$ cat src/rtl/accum_job_loader.sv
// Loads a job of FP32 words into SRAM, starts the accumulator with a dut_valid
// pulse, waits for completion and returns the result word from SRAM[N+1].
module accum_job_loader #(
  parameter int ADDR_W      = 16,
  parameter int TIMEOUT_CYC = 1024
) (
  input  logic              clk,
  input  logic              reset_n,
  input  logic              in_valid,
  output logic              in_ready,
  input  logic [31:0]       in_data,
  input  logic              in_last,
  output logic              dut_valid,
  input  logic              dut_ready,
  output logic              sram_grant,
  output logic              sram_write_enable,
  output logic [ADDR_W-1:0] sram_write_address,
  output logic [31:0]       sram_write_data,
  output logic [ADDR_W-1:0] sram_read_address,
  input  logic [31:0]       sram_read_data,
  output logic              result_valid,
  output logic [31:0]       result_data,
  input  logic              result_ready,
  output logic              err_overflow,
  output logic              err_timeout
);

  localparam logic [ADDR_W-1:0] MAX_N    = {{(ADDR_W-1){1'b1}}, 1'b0};
  localparam int                TMR_W    = $clog2(TIMEOUT_CYC + 1);
  localparam logic [TMR_W-1:0]  TMR_LAST = TMR_W'(TIMEOUT_CYC - 1);
  localparam logic [ADDR_W-1:0] ONE      = {{(ADDR_W-1){1'b0}}, 1'b1};

  typedef enum logic [2:0] {
    S_LOAD, S_WR_CNT, S_START, S_WAIT_BUSY, S_WAIT_DONE, S_RD_REQ, S_RD_CAP, S_PRESENT
  } state_t;

  state_t            state_reg, state_next;
  logic [ADDR_W-1:0] wptr_reg, wptr_next;
  logic [ADDR_W-1:0] cnt_reg, cnt_next;
  logic [TMR_W-1:0]  timer_reg, timer_next;
  logic [31:0]       result_reg, result_next;
  logic              err_ovf_reg, err_ovf_next;
  logic              err_to_reg, err_to_next;

  logic              in_ready_c, dut_valid_c, grant_c, we_c, rvalid_c;
  logic [ADDR_W-1:0] waddr_c, raddr_c;
  logic [31:0]       wdata_c;

  always_ff @(posedge clk) begin
    if (!reset_n) begin
      state_reg   <= S_LOAD;
      wptr_reg    <= ONE;
      cnt_reg     <= '0;
      timer_reg   <= '0;
      result_reg  <= '0;
      err_ovf_reg <= 1'b0;
      err_to_reg  <= 1'b0;
    end else begin
      state_reg   <= state_next;
      wptr_reg    <= wptr_next;
      cnt_reg     <= cnt_next;
      timer_reg   <= timer_next;
      result_reg  <= result_next;
      err_ovf_reg <= err_ovf_next;
      err_to_reg  <= err_to_next;
    end
  end

  always_comb begin
    state_next   = state_reg;
    wptr_next    = wptr_reg;
    cnt_next     = cnt_reg;
    timer_next   = timer_reg;
    result_next  = result_reg;
    err_ovf_next = err_ovf_reg;
    err_to_next  = err_to_reg;
    in_ready_c   = 1'b0;
    dut_valid_c  = 1'b0;
    grant_c      = 1'b1;
    we_c         = 1'b0;
    waddr_c      = '0;
    wdata_c      = '0;
    raddr_c      = '0;
    rvalid_c     = 1'b0;
    case (state_reg)
      S_LOAD: begin
        in_ready_c = 1'b1;
        if (in_valid) begin
          // cnt==0 only on the first word of a job, since cnt saturates
          if (cnt_reg == '0) begin
            err_ovf_next = 1'b0;
            err_to_next  = 1'b0;
          end
          if (cnt_reg < MAX_N) begin
            we_c      = 1'b1;
            waddr_c   = wptr_reg;
            wdata_c   = in_data;
            wptr_next = wptr_reg + ONE;
            cnt_next  = cnt_reg + ONE;
          end else begin
            err_ovf_next = 1'b1;
          end
          if (in_last) state_next = S_WR_CNT;
        end
      end
      S_WR_CNT: begin
        we_c       = 1'b1;
        wdata_c    = 32'(cnt_reg);
        state_next = S_START;
      end
      S_START: begin
        grant_c = 1'b0;
        if (dut_ready) begin
          dut_valid_c = 1'b1;
          timer_next  = '0;
          state_next  = S_WAIT_BUSY;
        end
      end
      S_WAIT_BUSY, S_WAIT_DONE: begin
        grant_c = 1'b0;
        if ((state_reg == S_WAIT_BUSY) && !dut_ready) begin
          timer_next = '0;
          state_next = S_WAIT_DONE;
        end else if ((state_reg == S_WAIT_DONE) && dut_ready) begin
          state_next = S_RD_REQ;
        end else if (timer_reg == TMR_LAST) begin
          err_to_next = 1'b1;
          timer_next  = '0;
          wptr_next   = ONE;
          cnt_next    = '0;
          state_next  = S_LOAD;
        end else begin
          timer_next = timer_reg + 1'b1;
        end
      end
      S_RD_REQ: begin
        raddr_c    = cnt_reg + ONE;
        state_next = S_RD_CAP;
      end
      S_RD_CAP: begin
        raddr_c     = cnt_reg + ONE;
        result_next = sram_read_data;
        state_next  = S_PRESENT;
      end
      S_PRESENT: begin
        rvalid_c = 1'b1;
        if (result_ready) begin
          wptr_next  = ONE;
          cnt_next   = '0;
          state_next = S_LOAD;
        end
      end
      default: state_next = S_LOAD;
    endcase
  end

  // Outputs are forced to their idle values for the whole reset cycle
  assign in_ready           = in_ready_c & reset_n;
  assign dut_valid          = dut_valid_c & reset_n;
  assign sram_grant         = grant_c | ~reset_n;
  assign sram_write_enable  = we_c & reset_n;
  assign sram_write_address = reset_n ? waddr_c : '0;
  assign sram_write_data    = reset_n ? wdata_c : '0;
  assign sram_read_address  = reset_n ? raddr_c : '0;
  assign result_valid       = rvalid_c & reset_n;
  assign result_data        = reset_n ? result_reg : '0;
  assign err_overflow       = err_ovf_reg & reset_n;
  assign err_timeout        = err_to_reg & reset_n;

endmodule

$ cat config.mk
export PLATFORM = sky130hd
export DESIGN_NAME = accum_job_loader
export DESIGN_NICKNAME = d
export VERILOG_FILES = /design/src/rtl/accum_job_loader.sv
export SDC_FILE = /design/constraint.sdc
export NUM_CORES = 1
export LEC_CHECK = 0
export ABC_AREA = 0
export ABC_CLOCK_PERIOD_IN_PS = 4200
export BUFFER_PORTS_ARGS = -buffer_cell sky130_fd_sc_hd__buf_2
export CORE_ASPECT_RATIO = 1.2
export CORE_MARGIN = 5
export CORE_UTILIZATION = 39
export DETAILED_ROUTE_END_ITERATION = 7
export MAX_ROUTING_LAYER = met4
export PLACE_DENSITY = 0.64
export SLEW_MARGIN = 0
export SYNTH_ARGS = -nofsm -noshare
export SYNTH_HDL_FRONTEND = slang
export SYNTH_SLANG_ARGS = --single-unit
export TNS_END_PERCENT = 20
$ cat constraint.sdc
create_clock -name clk -period 4.2 [get_ports clk]
set_clock_uncertainty 0.1 [all_clocks]
set_input_delay 1.05 -clock clk [delete_from_list [all_inputs] [get_ports clk]]
set_output_delay 1.05 -clock clk [all_outputs]
set_load 0.02 [all_outputs]
==> results.md <==
* Crit start category: primary input
* Hold Vio Cnt, Final at 0
* Leak at 0.00260 uW
* Max Cap Viol at 0
* Area contributors post-synth: dfxtp_1 33%, and2_1 9.7%, nand2_1 7.8%
* Synth unique cells at 60
* Dominant cell type by area after synthesis: dfxtp_1
* Hold Path Sink: result_reg[25]$_SDFFE_PN0P_
* Fin crit period at 3.85 ns
* # clock sinks at 80
* Largest register FFs at 32
* Power per cell area at 424 nW/um^2
* Hold Path Class: reg2reg
* Worst-path fanout max at 33
* Die Y at 131 microns
* Layout area overhead at 26.5%
* Hold wc startpoint: result_reg[25]$_SDFFE_PN0P_
* Clock network fraction of total power at 0.306
* Kind of cell adding the most delay to the critical path: simple AND/OR/NAND/NOR gates
* Vias/cell at 5.43
* Die Area at 14600 sq um
* CP required at 3.05 ns
* Buf/Inv on CP at 3
* Total track usage at 0.199
* Async set or reset register ratio after synthesis at 0
* Iteration-0 DRC Markers at 361
* Final setup fails at 0
* Core Rows at 44
* Max Freq at 260 MHz
* Clk buf depth at 2
* Starting Density at 0.397
* Number of buffers created by CTS at 9
* Hold-fix buffers, CTS at 0
* Non-Filler Instances at 964
* Final setup TNS at 0 ns
* YS warnings at 0
* Die W at 111 microns
* Core area at 12100 sq um
* Internal reg-to-reg setup slack at 1.64 ns
* Worst hold path depth at 2
* Final period utilization at 0.917
* Syn avg cell area at 7.30 sq um
* Routed wire length per instance at 15.2 microns
* Global placer's final weighted congestion at 0.883
* Main flop type after synthesis: dfxtp_1
* CTS Root Cell: clkbuf_16
* Critical path's largest stage delay at 0.70 ns
* R2r endpoint: wptr_reg[2]$_SDFFE_PN0P_
* Port bufs at 172
* Count of final max-slew check failures at 0
* Routed wire length at 14.7 mm
* RSZ-0062 raised after global routing: false
* Mapped cell area at 4790 sq um
* Switching power at 987 uW
* Part of the power in registers at 0.336
* Critical Path Sink Type: output pin
* Fin area at 6060 sq um
* Cell total after placement at 948
* CTS clk-pin slew, worst paths at 0.06 ns
* Rel. slew slack at 0.185
* Worst path arrival time at 2.70 ns
* Vias in the first global route at 5074
* VDD IR-drop max at 0.000240 V
* Total grt overflow at 0
* Share of the synthesized area in the top cell type at 0.334
* Initial antenna violation count at 0
* Sw frac at 0.384
* Crit Path Class: in2out
* Measured slew at the worst slew-check pin at 1.22 ns
* Area after DPL at 5760 sq um
* Io pins at 173
* Crit-path slowest cell: or4b_2
* Cells along the critical path: buf_2, or4b_2, nor2_2, buf_12, a22oi_1, nor2_1, buf_2
* Largest net degree at the start of global routing at 34
* Syn_nets at 730
* Clock latency on the worst-skew pair at 0.34 ns
* DR DRC count at 0
* Internal at 1580 uW
* Combinational fraction of design power at 0.358
* Syn Inst Count at 656
* First-pass GRT wire length at 24.2 mm
* Cell mode on critical path: buf_2
* Fin nets at 872
* Post-route ant nets at 0
* EDFF count, synth at 0
* Post_cts resized at 0
* CTS H-tree lvls at 3
* Reg2reg start: cnt_reg[6]$_SDFFE_PN0P_
* CTS tree: yes
* DR pass1 iterations at 6
* Worst R2R Path Depth at 6
* Worst Hold Margin at 0.347 ns
* Post-CTS Setup Bufs at 0
* Post-synthesis sequential area ratio at 0.334
* Util after Layout at 0.502
* Register bit total from synthesis at 80
* Layout cells sized above 1 at 0.272
* Outcome: finished, final reports clean
* Post-DP HPWL at 10.7 mm
* Detailed-route via count at 5234
[per-layer routing]
metal / wire (microns) / global-route usage / part of all wire / vias to the layer above
li1: - / - / - / 2575
met1: 6150 / 0.238 / 0.42 / 2417
met2: 7140 / 0.329 / 0.49 / 224
met3: 1250 / 0.0524 / 0.085 / 18
met4: 158 / 0.0602 / 0.011 / 0
met5: 0 / - / 0 / -
[cell usage after synthesis, types with 5 or more instances]
cell,n
nand2_1,99
dfxtp_1,80
and2_1,74
nor2_1,59
a21oi_1,46
clkbuf_1,44
o21ai_0,33
nor3_1,26
a41oi_1,19
nand3_1,19
a22oi_1,17
xor2_1,13
buf_2,12
nand4_1,12
xnor2_1,10
a31oi_1,9
and4_1,9
inv_1,8
nor4_1,8
nand2b_1,5
[worst min-delay path, cell delays in order, from the launching register on]
cell,delay [ns]
dfxtp_1,0.30
nand2_1,0.05
a21oi_1,0.05
[power groups by stage]
stage	sequential (uW)	clock [uW]	combinational, uW
floorplan	856	0	668
global placement	876	0	894
detailed placement	879	0	914
CTS	862	805	917
global route	870	837	1020
finish	864	785	919
[area by class of cell]
class,count,area (sq um)
diodes,1,2.50
inverters,9,33.8
multi-input cells,508,2910
clock inverters,5,57.6
clock buffers,10,239
repair buffers,190,1010
well taps,161,201
fillers,1199,6000
flip-flops and latches,80,1600
[cell usage in the layout, fill, tap and decap left out, drive strengths merged, types with 3 or more instances in the layout]
cell type	synthesis	final
nand3	19	19
o21ai	33	33
dfxtp	80	80
nor2	60	60
a22oi	17	17
a41oi	19	19
clkinvlp	0	3
nor4	9	9
clkbuf	45	10
and3	3	3
a21oi	46	46
nor3	26	26
a211oi	4	4
nand2b	5	5
xnor2	10	10
inv	8	8
a31oi	9	9
ha	4	4
xor2	13	13
buf	14	190
and4	9	9
nand2	100	100
nand4	12	12
and2	76	76
[through the flow]
stage	total power (uW)	setup WS [ns]
final	2570	0.350
after global routing	2720	0.222
after CTS	2580	0.352
after detailed placement	1790	0.348
after global placement	1770	0.431
after floorplan	1520	0.440
[cells by family after synthesis]
kind of cell	after synthesis	share of synthesized area
multiplexers	2	0.00418
adder cells (fa/ha/maj)	4	0.0104
XOR/XNOR	23	0.0421
buffers and inverters	68	0.0590
flip-flops	80	0.334
AO/OA/AOI/OAI	148	0.200
AND/OR/NAND/NOR	331	0.350
[worst max-delay path by stage]
stage / start / endpoint / slack (ns) / cells past startpoint
5_1_grt: in_valid / sram_write_data[6] / 0.22 / 7
3_5_place_dp: in_valid / sram_write_data[28] / 0.35 / 6
3_3_place_gp: in_valid / sram_write_data[26] / 0.43 / 6
4_1_cts: in_valid / sram_write_data[28] / 0.35 / 6
2_1_floorplan: in_valid / sram_write_address[0] / 0.44 / 5
6_report: in_valid / sram_write_data[6] / 0.35 / 7
No activity file was read; power rests on OpenSTA's default activity.
